<file path="config.mk">
export PLATFORM = sky130hd
export DESIGN_NAME = leaf_uplink_arbiter
export DESIGN_NICKNAME = d
export VERILOG_FILES = /design/src/rtl/leaf_uplink_arbiter.sv
export SDC_FILE = /design/constraint.sdc
export NUM_CORES = 1
export LEC_CHECK = 0
export ABC_AREA = 0
export CAP_MARGIN = 20
export CORE_MARGIN = 3
export CORE_UTILIZATION = 60
export CTS_CLUSTER_DIAMETER = 80
export CTS_CLUSTER_SIZE = 12
export DETAILED_ROUTE_END_ITERATION = 10
export DONT_BUFFER_PORTS = 1
export PLACE_DENSITY = 0.76
export SYNTH_ARGS = -nofsm -noshare
export SYNTH_HDL_FRONTEND = slang
export SYNTH_SLANG_ARGS = --single-unit
</file>
<file path="constraint.sdc">
create_clock -name clk -period 3.48 [get_ports clk]
set_clock_uncertainty 0.1 [all_clocks]
set_input_delay 0.348 -clock clk [delete_from_list [all_inputs] [get_ports clk]]
set_output_delay 0.348 -clock clk [all_outputs]
set_load 0.05 [all_outputs]
</file>
<file path="src/rtl/leaf_uplink_arbiter.sv">
// Leaf-to-spine uplink: per-source FIFOs, round-robin arbiter, credit-based flow control.
// Optional flit statistics counter enabled by defining LEAF_UPLINK_STATS_EN.
module leaf_uplink_arbiter #(
    parameter int DWIDTH     = 16,
    parameter int NUM_SRC    = 4,
    parameter int FIFO_DEPTH = 4,
    parameter int CREDITS    = 8
) (
    input  logic                        clk,
    input  logic                        reset,
    input  logic [NUM_SRC*DWIDTH-1:0]   src_data,
    input  logic [NUM_SRC-1:0]          src_valid,
    output logic [NUM_SRC-1:0]          src_ready,
    output logic [DWIDTH-1:0]           up_data,
    output logic                        up_valid,
    input  logic                        up_credit,
    output logic [3:0]                  credit_cnt,
    output logic                        err_credit
`ifdef LEAF_UPLINK_STATS_EN
    ,
    output logic [15:0]                 flit_count
`endif
);

    localparam int PW = (FIFO_DEPTH > 1) ? $clog2(FIFO_DEPTH) : 1;
    localparam int CW = $clog2(FIFO_DEPTH + 1);
    localparam int IW = (NUM_SRC > 1) ? $clog2(NUM_SRC) : 1;

    // Handshake: a source flit transfers on a rising edge where src_valid[i] && src_ready[i];
    // up_valid is a one-cycle strobe with no back-pressure, throttled only by credit_cnt.

    logic [NUM_SRC-1:0] w_push;
    logic [NUM_SRC-1:0] w_pop;
    logic [NUM_SRC-1:0] w_nonempty;
    logic [DWIDTH-1:0]  w_head [NUM_SRC];

    logic [IW:0]        w_pick;
    logic               w_grant;
    logic [IW-1:0]      w_grant_idx;
    logic [IW-1:0]      w_rr_next;

    logic [IW-1:0]      r_rr_ptr;
    logic [DWIDTH-1:0]  r_up_data;
    logic               r_up_valid;
    logic [3:0]         r_credit_cnt;
    logic               r_err_credit;

    for (genvar i = 0; i < NUM_SRC; i++) begin : gen_fifo
        logic [PW-1:0]     r_wr_ptr;
        logic [PW-1:0]     r_rd_ptr;
        logic [CW-1:0]     r_count;
        logic [DWIDTH-1:0] r_mem [FIFO_DEPTH];

        assign src_ready[i]  = (r_count != CW'(FIFO_DEPTH));
        assign w_nonempty[i] = (r_count != '0);
        assign w_push[i]     = src_valid[i] & src_ready[i];
        assign w_pop[i]      = w_grant && (w_grant_idx == IW'(i));
        assign w_head[i]     = r_mem[r_rd_ptr];

        always_ff @(posedge clk or negedge reset) begin
            if (!reset) begin
                r_wr_ptr <= '0;
                r_rd_ptr <= '0;
                r_count  <= '0;
            end else begin
                if (w_push[i]) r_wr_ptr <= r_wr_ptr + 1'b1;
                if (w_pop[i])  r_rd_ptr <= r_rd_ptr + 1'b1;
                case ({w_push[i], w_pop[i]})
                    2'b10:   r_count <= r_count + 1'b1;
                    2'b01:   r_count <= r_count - 1'b1;
                    default: r_count <= r_count;
                endcase
            end
        end

        // Storage needs no reset: the cleared pointers and count make stale entries unreachable.
        always_ff @(posedge clk) begin
            if (w_push[i]) r_mem[r_wr_ptr] <= src_data[i*DWIDTH +: DWIDTH];
        end
    end

    // First non-empty source at or after start; MSB flags that one was found.
    function automatic logic [IW:0] rr_pick(input logic [NUM_SRC-1:0] ne, input logic [IW-1:0] start);
        logic [IW:0] sel;
        int          c;
        sel = '0;
        for (int k = NUM_SRC - 1; k >= 0; k--) begin
            c = int'(start) + k;
            if (c >= NUM_SRC) c = c - NUM_SRC;
            if (ne[c[IW-1:0]]) sel = {1'b1, c[IW-1:0]};
        end
        return sel;
    endfunction

    assign w_pick      = rr_pick(w_nonempty, r_rr_ptr);
    assign w_grant_idx = w_pick[IW-1:0];
    assign w_grant     = w_pick[IW] && (r_credit_cnt != '0);
    assign w_rr_next   = (w_grant_idx == IW'(NUM_SRC - 1)) ? '0 : w_grant_idx + 1'b1;

    always_ff @(posedge clk or negedge reset) begin
        if (!reset) begin
            r_rr_ptr     <= '0;
            r_up_data    <= '0;
            r_up_valid   <= 1'b0;
            r_credit_cnt <= 4'(CREDITS);
            r_err_credit <= 1'b0;
        end else begin
            r_up_valid <= w_grant;
            if (w_grant) begin
                r_up_data <= w_head[w_grant_idx];
                r_rr_ptr  <= w_rr_next;
            end
            case ({w_grant, up_credit})
                2'b10: r_credit_cnt <= r_credit_cnt - 1'b1;
                2'b01: begin
                    // A return beyond the spine FIFO depth means the peer miscounted.
                    if (r_credit_cnt == 4'(CREDITS)) r_err_credit <= 1'b1;
                    else                             r_credit_cnt <= r_credit_cnt + 1'b1;
                end
                default: r_credit_cnt <= r_credit_cnt;
            endcase
        end
    end

`ifdef LEAF_UPLINK_STATS_EN
    logic [15:0] r_flit_count;

    always_ff @(posedge clk or negedge reset) begin
        if (!reset)       r_flit_count <= '0;
        else if (w_grant) r_flit_count <= r_flit_count + 16'd1;
    end

    assign flit_count = r_flit_count;
`endif

    assign up_data    = r_up_data;
    assign up_valid   = r_up_valid;
    assign credit_cnt = r_credit_cnt;
    assign err_credit = r_err_credit;

endmodule
</file>
==> impl_results.md <==
* Largest net degree at the start of global routing at between 50 and 60
* Cts hold-fix bufs at between 60 and 70
* CP Cell Sequence: or3_1 > a222oi_1 > nand3_1 > inv_1 > ha_1 > and2_1 > ha_1 > inv_1 > fa_1 > xor2_1 > nor2_1 > xor2_1
* Final Setup Violations at 0
* Syn Std Cell Area at 0.01239 mm2
* Most frequently used flop master after synthesis: edfxtp_1
* Post-CTS sizing at 0
* Mux cell area share after synthesis at 14.64%
* CTS sink count at 308
* Peak VDD IR at 613.3 uV
* Worst-Margin Slew at around 900 ps
* Vias in the first global route at 6508
* Critical path data arrival time at about 3500 ps
* Family with the most delay on the worst path: simple AND/OR/NAND/NOR gates
* Post-DP HPWL at between 15 and 20 mm
* CTS max path bufs at 3
* Kind of end point of the critical path: register
* Core area at approximately 0.020 mm2
* Synth Area in Compound Gates at 2.606%
* Congestion Overflow GR at 0
* Max Freq at ~0.32 GHz
* Via-per-instance ratio at approximately 6.1
* Fillers at 1181
* Die X at 149.7 um
* Ys async rst share at between 10% and 20%
* IO Pins at 97
* Post-Layout Cell Count at 1013
* Adder-cell share of the synthesized area at 3.131%
* Post-synthesis cell type count at 38
* Outcome: completed
* Clock H-tree levels at 1
* Worst-skew pair later-pin latency at 540 ps
* Crit path max fanout at 5
* Slew Limit Fails at 0
* CP Buf/Inv Count at 2
* Drt pass-1 iters at 5
* PD cells at 960.3 mW/mm2
* Site Rows at 51
* Largest family of logic cells by synthesized area: multiplexers
* FF+latch area at 0.008990 mm2
* CTS Buf Count at 29
* Required @ worst endpoint at 3840 ps
* CTS tree: done
* Starting Density at 62.43%
* Seq/Total Area, Yosys at 72.56%
* WL final at 24.66 mm
* Xor-xnor portion of the synthesized cell area at 1.909%
* RSZ-0062 raised after global routing: false
* WS Path Type: register to register
* Total number of vias at 6138
* Post-CTS setup repair buffer count at 0
* Synthesized area per cell at approximately 20 um2
* Hold WC Path Type: input port to register
* Slowest cell on the critical path: a222oi_1
* Startpoint types: register
* Synthesized flop and latch total at 308
* Final period util at 91.13%
* Synth Instances at 633
* Pleak at 5.042 nW
* Routability cong. at 0.8440
* Syn Nets at roughly 730
* 1st-iter DRT viols at around 460
* Simple-gate share of the synthesized area at 3.161%
* DRC at 0
* Syn-to-layout area delta at 15.32%
* Worst rel slew slack at 39.75%
* Clock Tree Root: clkbuf_16
* # diodes at 0
* Setup TNS at 0 ps
* Endpoints failing hold at 0
* All-Layer GR Usage at 22.91%
* Die Y at around 150 um
* Nets at 824
* Share of cells above drive strength 1 at 17.38%
* Post-synth EDFFs at 256
* Detail Route Antenna Nets at 0
* First-pass GRT wire length at 38.40 mm
* Minimum clock period at 3171 ps
* Die footprint at 0.02241 mm2
* Multi-input gate area at 0.003164 mm2
* Clock slew at reported path FFs at 60 ps
* Port bufs at 0
* Most frequent cells in the layout: edfxtp_1 (256), dlygate4sd3_1 (68), mux4_2 (64)
* Max-cap violation count at 0
* YS warnings at 0
* Drt wl/cell at ~24 um
* Initial antenna violation count at 0
* Most common cell after layout, fill and taps aside: edfxtp_1
* Placed insts at 890
* CP max stage delay at 450 ps
metal layers:
metal / part of all wire, % / vias up / track usage [%] / routed length, um
li1: - / 2695 / - / -
met3: 7.2 / 44 / 4.149 / 1777
met4: 2.8 / 0 / 6.267 / 680
met1: 38 / 3168 / 30.77 / 9335
met2: 52 / 231 / 39.37 / 12870
met5: 0 / - / 0 / 0
cells in the mapped netlist, drive strengths merged, types with 2 or more instances:
library cell / instances / area (um2)
and3: 17 / 106.4
o21ai: 9 / 45.04
nor2: 8 / 30.03
and2: 6 / 37.54
edfxtp: 256 / 7687
xnor2: 14 / 122.6
o221ai: 16 / 202.7
dfrtp: 51 / 1276
nor3: 6 / 30.03
mux2i: 35 / 350.3
mux4: 64 / 1441
xor2: 13 / 113.9
fa: 5 / 100.1
mux2: 2 / 22.52
nand2: 27 / 101.4
o21bai: 2 / 15.01
or3: 2 / 12.51
a21oi: 2 / 10.01
inv: 28 / 105.1
nor4: 3 / 18.77
clkbuf: 10 / 37.54
nand3: 7 / 35.03
ha: 23 / 287.8
buf: 17 / 103.9
area by class of cell:
cell class	instances	share of cell area, %
clock buffer	53	5.859
clock inverter	1	0.06130
inverter	28	0.7356
multi-input combinational	270	22.15
sequential	308	62.92
tap	265	2.321
timing repair buffer	88	5.955
final timing paths:
path	cells after the start	slack, ps	endpoint	startpoint
worst max-delay path	12	310	gen_fifo[3].r_count[2]	gen_fifo[0].r_count[0]
max in group asynchronous	2	2780	credit_cnt[3]	reset
worst min-delay path	2	20	gen_fifo[1].r_wr_ptr[0]	src_valid[1]
min in group asynchronous	2	220	err_credit	reset
worst min register to register	1	400	gen_fifo[2].r_count[2]	gen_fifo[2].r_count[2]
worst max register to register	12	310	gen_fifo[3].r_count[2]	gen_fifo[0].r_count[0]
report_power, final:
| group | internal (mW) | switching (mW) | total, mW |
|---|---|---|---|
| combinational | 2.14 | 2.65 | 4.79 |
| sequential | 5.02 | 1.05 | 6.07 |
| clock | 1.61 | 1.25 | 2.86 |
per-stage QoR:
| stage | util (%) | hold slack [ps] | setup WS [ps] | power (mW) | instance area, um2 |
|---|---|---|---|---|---|
| after global routing | 71.99 | 7.310 | 46.73 | 14.46 | 14290 |
| after detailed placement | 64.16 | -46.27 | 410.1 | 10.86 | 12730 |
| after floorplan | - | -47.59 | 583.3 | 9.451 | 12390 |
| after global placement | 64.16 | -46.13 | 507.6 | 10.61 | 12730 |
| after CTS | 71.99 | 1.662 | 349.4 | 13.85 | 14290 |
| final | 71.99 | 15.65 | 308.6 | 13.72 | 14290 |
logic make-up after synthesis:
family / count (synthesis)
multiplexers: 101
buffers and inverters: 55
AND/OR/NAND/NOR: 79
adder cells (fa/ha/maj): 28
AO/OA/AOI/OAI: 35
flip-flops: 308
XOR/XNOR: 27
flip-flops by register name, summed over array words and instances, names as in the netlist:
register           cells
gen_fifo.r_count      12
up_data               16
err_credit             1
gen_fifo.r_wr_ptr      8
gen_fifo.r_rd_ptr      8
r_rr_ptr               2
up_valid               1
gen_fifo.r_mem       256
credit_cnt             4
worst reg2reg max path: stages, from the launching register on:
cell and delay, ps:
dfrtp_1 430, or3_1 410, a222oi_1 450, nand3_1 210
inv_1 90, ha_1 130, and2_1 180, ha_1 210
inv_1 60, fa_1 370, xor2_1 150, nor2_1 120
xor2_1 180
Note: power is estimated with default switching activity, not from simulation.
